File: src/rtl/div_pkg.sv
// Shared types and constants for the sequential restoring divider.
package div_pkg;

  typedef enum logic [2:0] {
    IDLE,
    INIT,
    ITER,
    FIX,
    DONE
  } state_t;

  // Wide enough for any supported operand width; users slice [tamano-1:0].
  localparam logic [63:0] DIV_ZERO_QUOTIENT = '1;

  // Width of the iteration counter, which must be able to hold tamano itself.
  function automatic int unsigned count_width(input int unsigned width);
    return $clog2(width + 1);
  endfunction

endpackage

File: src/rtl/div_trial_sub.sv
// Combinational (tamano+1)-bit trial subtractor for one restoring-division step.
module div_trial_sub #(
  parameter int unsigned tamano = 8
) (
  input  logic [tamano:0] r_shift,
  input  logic [tamano:0] d,
  output logic [tamano:0] t,
  output logic            restore
);

  always_comb begin
    t       = r_shift - d;
    restore = t[tamano];
  end

endmodule

File: src/rtl/seq_restoring_divider.sv
// Sequential shift-and-subtract divider, one quotient bit per clock.
// Define DIVIDER_SIGNED_EN for two's-complement operands.
module seq_restoring_divider
  import div_pkg::*;
#(
  parameter int unsigned tamano = 8
) (
  input  logic              CLOCK,
  input  logic              RESET,
  input  logic              START,
  input  logic [tamano-1:0] dividend,
  input  logic [tamano-1:0] divisor,
  output logic [tamano-1:0] quotient,
  output logic [tamano-1:0] remainder,
  output logic              busy,
  output logic              END_div,
  output logic              div_by_zero
);

  localparam int unsigned CW = count_width(tamano);

  state_t            state;
  logic [tamano-1:0] a_reg;
  logic [tamano-1:0] b_reg;
  logic [tamano-1:0] q_reg;
  logic [tamano:0]   r_reg;
  logic [tamano:0]   d_reg;
  logic [tamano:0]   r_shift;
  logic [tamano:0]   trial;
  logic              restore;
  logic [CW-1:0]     count;
  logic              zero_reg;

`ifdef DIVIDER_SIGNED_EN
  logic              a_neg;
  logic              b_neg;
  logic [tamano-1:0] a_mag;
  logic [tamano-1:0] b_mag;

  assign a_mag = a_reg[tamano-1] ? -a_reg : a_reg;
  assign b_mag = b_reg[tamano-1] ? -b_reg : b_reg;
`endif

  // r_reg[tamano] is always 0 after a step, so dropping it in the shift loses nothing.
  assign r_shift = (tamano+1)'({r_reg, q_reg[tamano-1]});

  div_trial_sub #(.tamano(tamano)) u_trial (
    .r_shift (r_shift),
    .d       (d_reg),
    .t       (trial),
    .restore (restore)
  );

  always_ff @(posedge CLOCK) begin
    if (!RESET) begin
      state       <= IDLE;
      quotient    <= '0;
      remainder   <= '0;
      busy        <= 1'b0;
      END_div     <= 1'b0;
      div_by_zero <= 1'b0;
      a_reg       <= '0;
      b_reg       <= '0;
      q_reg       <= '0;
      r_reg       <= '0;
      d_reg       <= '0;
      count       <= '0;
      zero_reg    <= 1'b0;
`ifdef DIVIDER_SIGNED_EN
      a_neg       <= 1'b0;
      b_neg       <= 1'b0;
`endif
    end else begin
      END_div <= 1'b0;
      unique case (state)
        IDLE: begin
          if (START) begin
            a_reg <= dividend;
            b_reg <= divisor;
            busy  <= 1'b1;
            state <= INIT;
          end
        end
        INIT: begin
          r_reg    <= '0;
          count    <= CW'(tamano);
          zero_reg <= (b_reg == '0);
`ifdef DIVIDER_SIGNED_EN
          q_reg    <= a_mag;
          d_reg    <= {1'b0, b_mag};
          a_neg    <= a_reg[tamano-1];
          b_neg    <= b_reg[tamano-1];
`else
          q_reg    <= a_reg;
          d_reg    <= {1'b0, b_reg};
`endif
          // Divide-by-zero also passes through FIX so both paths share the output load.
          state    <= (b_reg == '0) ? FIX : ITER;
        end
        ITER: begin
          q_reg <= {q_reg[tamano-2:0], ~restore};
          r_reg <= restore ? r_shift : trial;
          count <= count - CW'(1);
          if (count == CW'(1)) state <= FIX;
        end
        FIX: begin
          if (zero_reg) begin
            quotient    <= DIV_ZERO_QUOTIENT[tamano-1:0];
            remainder   <= a_reg;
            div_by_zero <= 1'b1;
          end else begin
`ifdef DIVIDER_SIGNED_EN
            quotient    <= (a_neg ^ b_neg) ? -q_reg : q_reg;
            remainder   <= a_neg ? -r_reg[tamano-1:0] : r_reg[tamano-1:0];
`else
            quotient    <= q_reg;
            remainder   <= r_reg[tamano-1:0];
`endif
            div_by_zero <= 1'b0;
          end
          END_div <= 1'b1;
          state   <= DONE;
        end
        DONE: begin
          busy  <= 1'b0;
          state <= IDLE;
        end
        default: state <= IDLE;
      endcase
    end
  end

endmodule

File: config.mk
export PLATFORM = sky130hd
export DESIGN_NAME = seq_restoring_divider
export DESIGN_NICKNAME = d
export VERILOG_FILES = /design/src/rtl/div_pkg.sv /design/src/rtl/div_trial_sub.sv /design/src/rtl/seq_restoring_divider.sv
export SDC_FILE = /design/constraint.sdc
export NUM_CORES = 1
export LEC_CHECK = 0
export ABC_AREA = 1
export BUFFER_PORTS_ARGS = -buffer_cell sky130_fd_sc_hd__clkbuf_2
export CORE_UTILIZATION = 46
export DETAILED_ROUTE_END_ITERATION = 8
export GPL_TIMING_DRIVEN = 1
export PLACE_DENSITY_LB_ADDON = 0.08
export SLEW_MARGIN = 25
export SYNTH_ARGS = -nofsm -noshare
export SYNTH_HDL_FRONTEND = slang
export SYNTH_SLANG_ARGS = --single-unit
File: constraint.sdc
create_clock -name CLOCK -period 1.82 [get_ports CLOCK]
set_input_delay 0.364 -clock CLOCK [delete_from_list [all_inputs] [get_ports CLOCK]]
set_output_delay 0.364 -clock CLOCK [all_outputs]
set_load 0.02 [all_outputs]
Yosys cells after proc, flatten, opt, wreduce, memory -nomap -nowiden
Index checks and enable logic that the tools add are counted.

Register bits: 67. Word-level logic and storage cells: 44.

Add/subtract/negate cells: 2. Equality and inequality tests: 7. Multiplexer cells: 14. Bitwise logic cells: 1. Reduce and logical (&&, ||, !) cells: 7.

Operators by type and width (count): one-hot mux 8 bit (2 select lines) (2); two-way mux 8 bit (3); one-hot mux 3 bit (4 select lines) (1); subtractor 9 x 8 -> 9 bit (1); logical NOT 8 bit (1); one-hot mux 4 bit (2 select lines) (1); == test 3 x 2 -> 1 bit, second input constant (2); two-way mux 3 bit (2); AND reduction 2 bit (3); == test 4 x 1 -> 1 bit, second input constant (1); two-way mux 1 bit (4); inequality test 2 bit, second input constant (2); nonzero test 2 bit (2); subtractor 4 x 1 -> 4 bit, second input constant (1); == test 3 x 1 -> 1 bit, second input constant (1); == test 3 bit, second input constant (1); logical NOT 3 bit (1); one-hot mux 1 bit (2 select lines) (1); inverter 1 bit (1).

Depth between registers and ports, before layout
Word-level depth: 3. Depth in mapped cells: 14. Gate-level depth less buffers: 14.

Modules after synthesis
From an unflattened synthesis, not the netlist that was laid out.

Cells, all modules: 480. Area total of the unflattened synthesis: 3308.2 um^2.

Modules (own cells, without submodules): seq_restoring_divider (times used 1, cells each 395, area each 2856.5 um^2); div_trial_sub (times used 1, cells each 85, area each 451.7 um^2).

Worst setup path before layout
OpenSTA, ideal clock, no wires.

Path type: reg-to-reg. Start point: register q_reg[7]. End point: register r_reg[7]. Arrival time: 1.681 ns. Data required time: 1.692 ns. Path slack: 0.012 ns. Cell stages (with the launch flop): 15. Buffers on the path: 0. Cell sequence: dfxtp_1 -> inv_1 -> ha_1 -> inv_1 -> fa_1 -> nand2_1 -> nand2_1 -> nand3_1 -> nand2_1 -> nand2_1 -> nand2_4 -> nor2_1 -> nor2_1 -> nor2_1 -> nor2_1.

Longest elaborated chain between the ends: 3.

Ends and longest elaborated chain: from (decl) (line seq_restoring_divider.sv:25) `logic [tamano-1:0] q_reg;`; from (signal assigned) (line seq_restoring_divider.sv:94) `q_reg <= a_reg;`; from (signal assigned) (line seq_restoring_divider.sv:101) `q_reg <= {q_reg[tamano-2:0], ~restore};`; subtractor 9 x 8 -> 9 bit (line div_trial_sub.sv:12) `t = r_shift - d;`; two-way mux 8 bit (line seq_restoring_divider.sv:102) `r_reg <= restore ? r_shift : trial;`; one-hot mux 8 bit (2 select lines) (line seq_restoring_divider.sv:75) `unique case (state)`; to (signal assigned) (line seq_restoring_divider.sv:102); to (decl) (line seq_restoring_divider.sv:26) `logic [tamano:0] r_reg;`.

No other way between the ends. A chain may end at the register's enable or synchronous reset.

Worst setup path in the final report
Start point: register q_reg[7]. End point: register r_reg[6].

Same word-level chain as after synthesis.

==> summary.txt <==
Floorplanning
  • Initial core utilization: 0.4788
  • Die X: 83.30 um
  • Cell Rows: 29
  • Core area: approximately 6300 sq um
  • Die Area: ~6900 sq um
  • # IOs: 38
  • Die Ht: around 83 um

Place
  • Global placement routability congestion: approximately 0.84
  • PortBufs: 37
  • Setup WS pre-CTS: -0.07221 ns
  • Dpl cells: ~520
  • Dpl hpwl: 5030 um

Worst hold path
  • Hold path endpoint: a_reg[7]$_SDFFE_PN0P_
  • Critical hold path startpoint: dividend[7]
  • Worst min path class: input port to flip-flop
  • Hold path cells: 3

Routing
  • Initial DRC count: roughly 220
  • Post-DR vias/cell: a little over 5
  • Initial DRT Pass Iterations: 4
  • Final wirelength: ~7000 um
  • Final ANT Viol Nets: 0
  • Residual DRC: 0
  • Routed wire length per instance: around 13 um
  • Vias: ~2.7k

Clocking
  • Reg clk slew, reported paths: 0.08 ns
  • Htree depth: 3
  • # hold bufs at CTS: 0
  • CTS Buffer Depth: 2
  • TritonCTS Sinks: 67
  • CTS root buf: clkbuf_8
  • Clock latency at the later pin of the worst-skew pair: between 0.3 and 0.4 ns
  • CTS tree: yes
  • CTS Buf Count: 9

Timing
  • Final hold vios: 0
  • Clock Skew: 0.01105 ns
  • Worst Tran Pin Value: between 0.5 and 0.6 ns
  • Achievable Freq: 556.8 MHz
  • Final hold slack: 0.3007 ns
  • Number of endpoints failing setup at the final stage: 0
  • Final period utilization: 0.9868
  • Max-slew headroom: 0.6016
  • Slew Viols, Final: 0
  • Setup WS post-layout: ~0.024 ns
  • Fin crit period: around 1.8 ns
  • RSZ-0062 raised after global routing: true

Synth
  • Register area share after synthesis: 0.4412
  • FF+latch count, synth: between 60 and 70
  • Cell taking the most area after synthesis: dfxtp_1
  • Fraction of registers with async set/reset: 0
  • Cells after Synth: 416
  • Top-area cell type share of the netlist area: 0.4412
  • Yosys warns: 0
  • Synth top area cells: dfxtp_1 (44%), nand2_1 (9.9%), a21oi_1 (9.1%), o21ai_0 (7.1%), inv_1 (6.7%)
  • Cell variety after synth: 32
  • Synth Cell Area: between 3000 and 4000 sq um
  • Syn Area/Cell: around 7.3 sq um
  • Syn nets: approximately 450
  • Synth Flop Type: dfxtp_1
  • EDFF count, synth: 0

Power
  • Reg power frac: 0.335
  • Tot Pwr: 5460 uW
  • Power per cell area: 1484 nW/um^2
  • Internal: 3260 uW
  • Net load switching power: 2200 uW
  • Clock power frac: 0.250
  • Sw Ratio: 0.4029
  • Leakage: roughly 0.0016 uW
  • Logic pwr share: 0.416
  • Worst vdd ir: around 0.77 mV

Setup path
  • Family with the most delay on the worst path: simple AND/OR/NAND/NOR gates
  • Worst reg2reg endpoint: r_reg[6]$_SDFFE_PN0P_
  • WS Path Type: flip-flop to flip-flop
  • Worst Path Buf+Inv: 3
  • FF-to-FF path depth: 14
  • Worst EP arrival: about 2.1 ns
  • Beginning of the worst register-to-register path: q_reg[7]$_SDFFE_PN0P_
  • Critical-path top delay cell: fa_2
  • Reg2reg setup slack: between 0.02 and 0.025 ns
  • Worst path cell trace: inv_2 -> ha_4 -> inv_2 -> fa_2 -> nand2_2 -> nand2_2 -> buf_4 -> nand3b_1 -> nand2_1 -> nand2_1 -> nand2_1 -> nand2_1 -> nand3_1 -> a21oi_1
  • Max FO, Critical Path: 2
  • Setup crit end kind: flip-flop
  • Largest stage delay, worst path: roughly 0.35 ns
  • CP Data Required Time: between 2 and 2.5 ns
  • CP dominant cell by count: nand2_1
  • CP Launch Type: flip-flop

Global routing
  • Overflow after GRT: 0
  • First-pass GRT wire length: between 10000 and 15000 um
  • Largest net degree at the start of global routing: 34
  • Total Routing Usage GR: 0.2191
  • Initial antenna violation count: 0
  • Vias in the first global route: 2513

Layout
  • Fraction of layout instances using a drive strength above 1: 0.2194
  • N_diodes: 0
  • Core Util, Final: 0.5795
  • Synth-to-Final Area Change: 21.03%
  • Filler Cells Inserted: 621
  • Layout net count: 490
  • Non-filler cells, final: roughly 540

Run
  • Max Cap Viol: 0

Run status
  • Status: finished, final reports clean
[worst max path at each step]
stage	depth (start not counted)	startpoint	slack (ns)	endpoint
2_1_floorplan	14	q_reg[7]$_SDFFE_PN0P_	0.01	r_reg[7]$_SDFFE_PN0P_
3_3_place_gp	14	q_reg[7]$_SDFFE_PN0P_	-0.03	r_reg[7]$_SDFFE_PN0P_
3_5_place_dp	14	q_reg[7]$_SDFFE_PN0P_	-0.07	r_reg[7]$_SDFFE_PN0P_
4_1_cts	13	q_reg[7]$_SDFFE_PN0P_	0.0006	r_reg[5]$_SDFFE_PN0P_
5_1_grt	14	q_reg[7]$_SDFFE_PN0P_	-0.12	r_reg[7]$_SDFFE_PN0P_
6_report	14	q_reg[7]$_SDFFE_PN0P_	0.02	r_reg[6]$_SDFFE_PN0P_
[layout make-up]
type / count / area (sq um) / area share
multi-input combinational: 272 / 1509 / 0.4101
sequential: 67 / 1345 / 0.3655
timing repair buffer: 51 / 290.3 / 0.07888
inverter: 59 / 221.5 / 0.06018
clock buffer: 10 / 127.6 / 0.03468
tap: 77 / 96.34 / 0.02618
clock inverter: 6 / 90.09 / 0.02448
[metrics by stage]
step / setup TNS (ns) / cell area (sq um)
2_1_floorplan: 0 / 3040
3_3_place_gp: -0.02543 / 3327
3_5_place_dp: -0.3406 / 3327
4_1_cts: 0 / 3571
5_1_grt: -0.4099 / 3680
6_report: 0 / 3680
[kinds of logic after synthesis]
kind of cell / count (synthesis) / share of synthesized area
AOI/OAI and AO/OA: 109 / 0.1868
adders and majority gates: 11 / 0.04774
DFF: 67 / 0.4412
and+or+nand+nor: 149 / 0.2148
buffers and inverters: 77 / 0.1008
xor gates and xnor gates: 3 / 0.008644
[Yosys cell counts (2+ instances only)]
cell / number
a21oi_1: 55
a221oi_1: 3
a31oi_1: 5
buf_2: 5
clkbuf_1: 11
dfxtp_1: 67
ha_1: 10
inv_1: 54
inv_2: 4
nand2_1: 80
nand2_2: 2
nand3_1: 24
nand3b_1: 3
nor2_1: 30
nor3_1: 2
o21ai_0: 43
o22ai_1: 2
xnor2_1: 2
[routing by layer]
metal,share of wire,routed length [um],global-route usage
met1,0.52,3725,0.3180
met2,0.43,3099,0.3227
met3,0.039,278,0.04473
met4,0.013,94,0.07524
met5,0,0,0
[power by group through the flow]
stage	clock [uW]	combinational [uW]	sequential, uW
finish	1360	2270	1830
global route	1460	2600	1850
CTS	1390	1990	1820
detailed placement	0	1930	1840
global placement	0	1920	1840
floorplan	0	1490	1830
[worst reg2reg max path, delay by kind of cell, from the launching register on]
family	cells	cell delay [ns]
and+or+nand+nor	8	0.52
AOI/OAI and AO/OA	1	0.15
buffers and inverters	3	0.25
adders and majority gates	2	0.47
DFF	1	0.33
[timing repair]
item	in CTS	in global routing
endpoints found under the setup margin	8	9
resized for setup	9	21
pin swaps	6	19
buffers inserted	0	2
[layout by cell type, fill, tap and decap left out, drive strengths merged, types with 5 or more instances in the layout]
cell type  count
nand2         83
dfxtp         67
inv           58
a21oi         55
clkbuf        47
o21ai         43
nor2          31
nand3         25
buf           14
ha            10
a31oi          5
No activity file was read; power rests on OpenSTA's default activity.
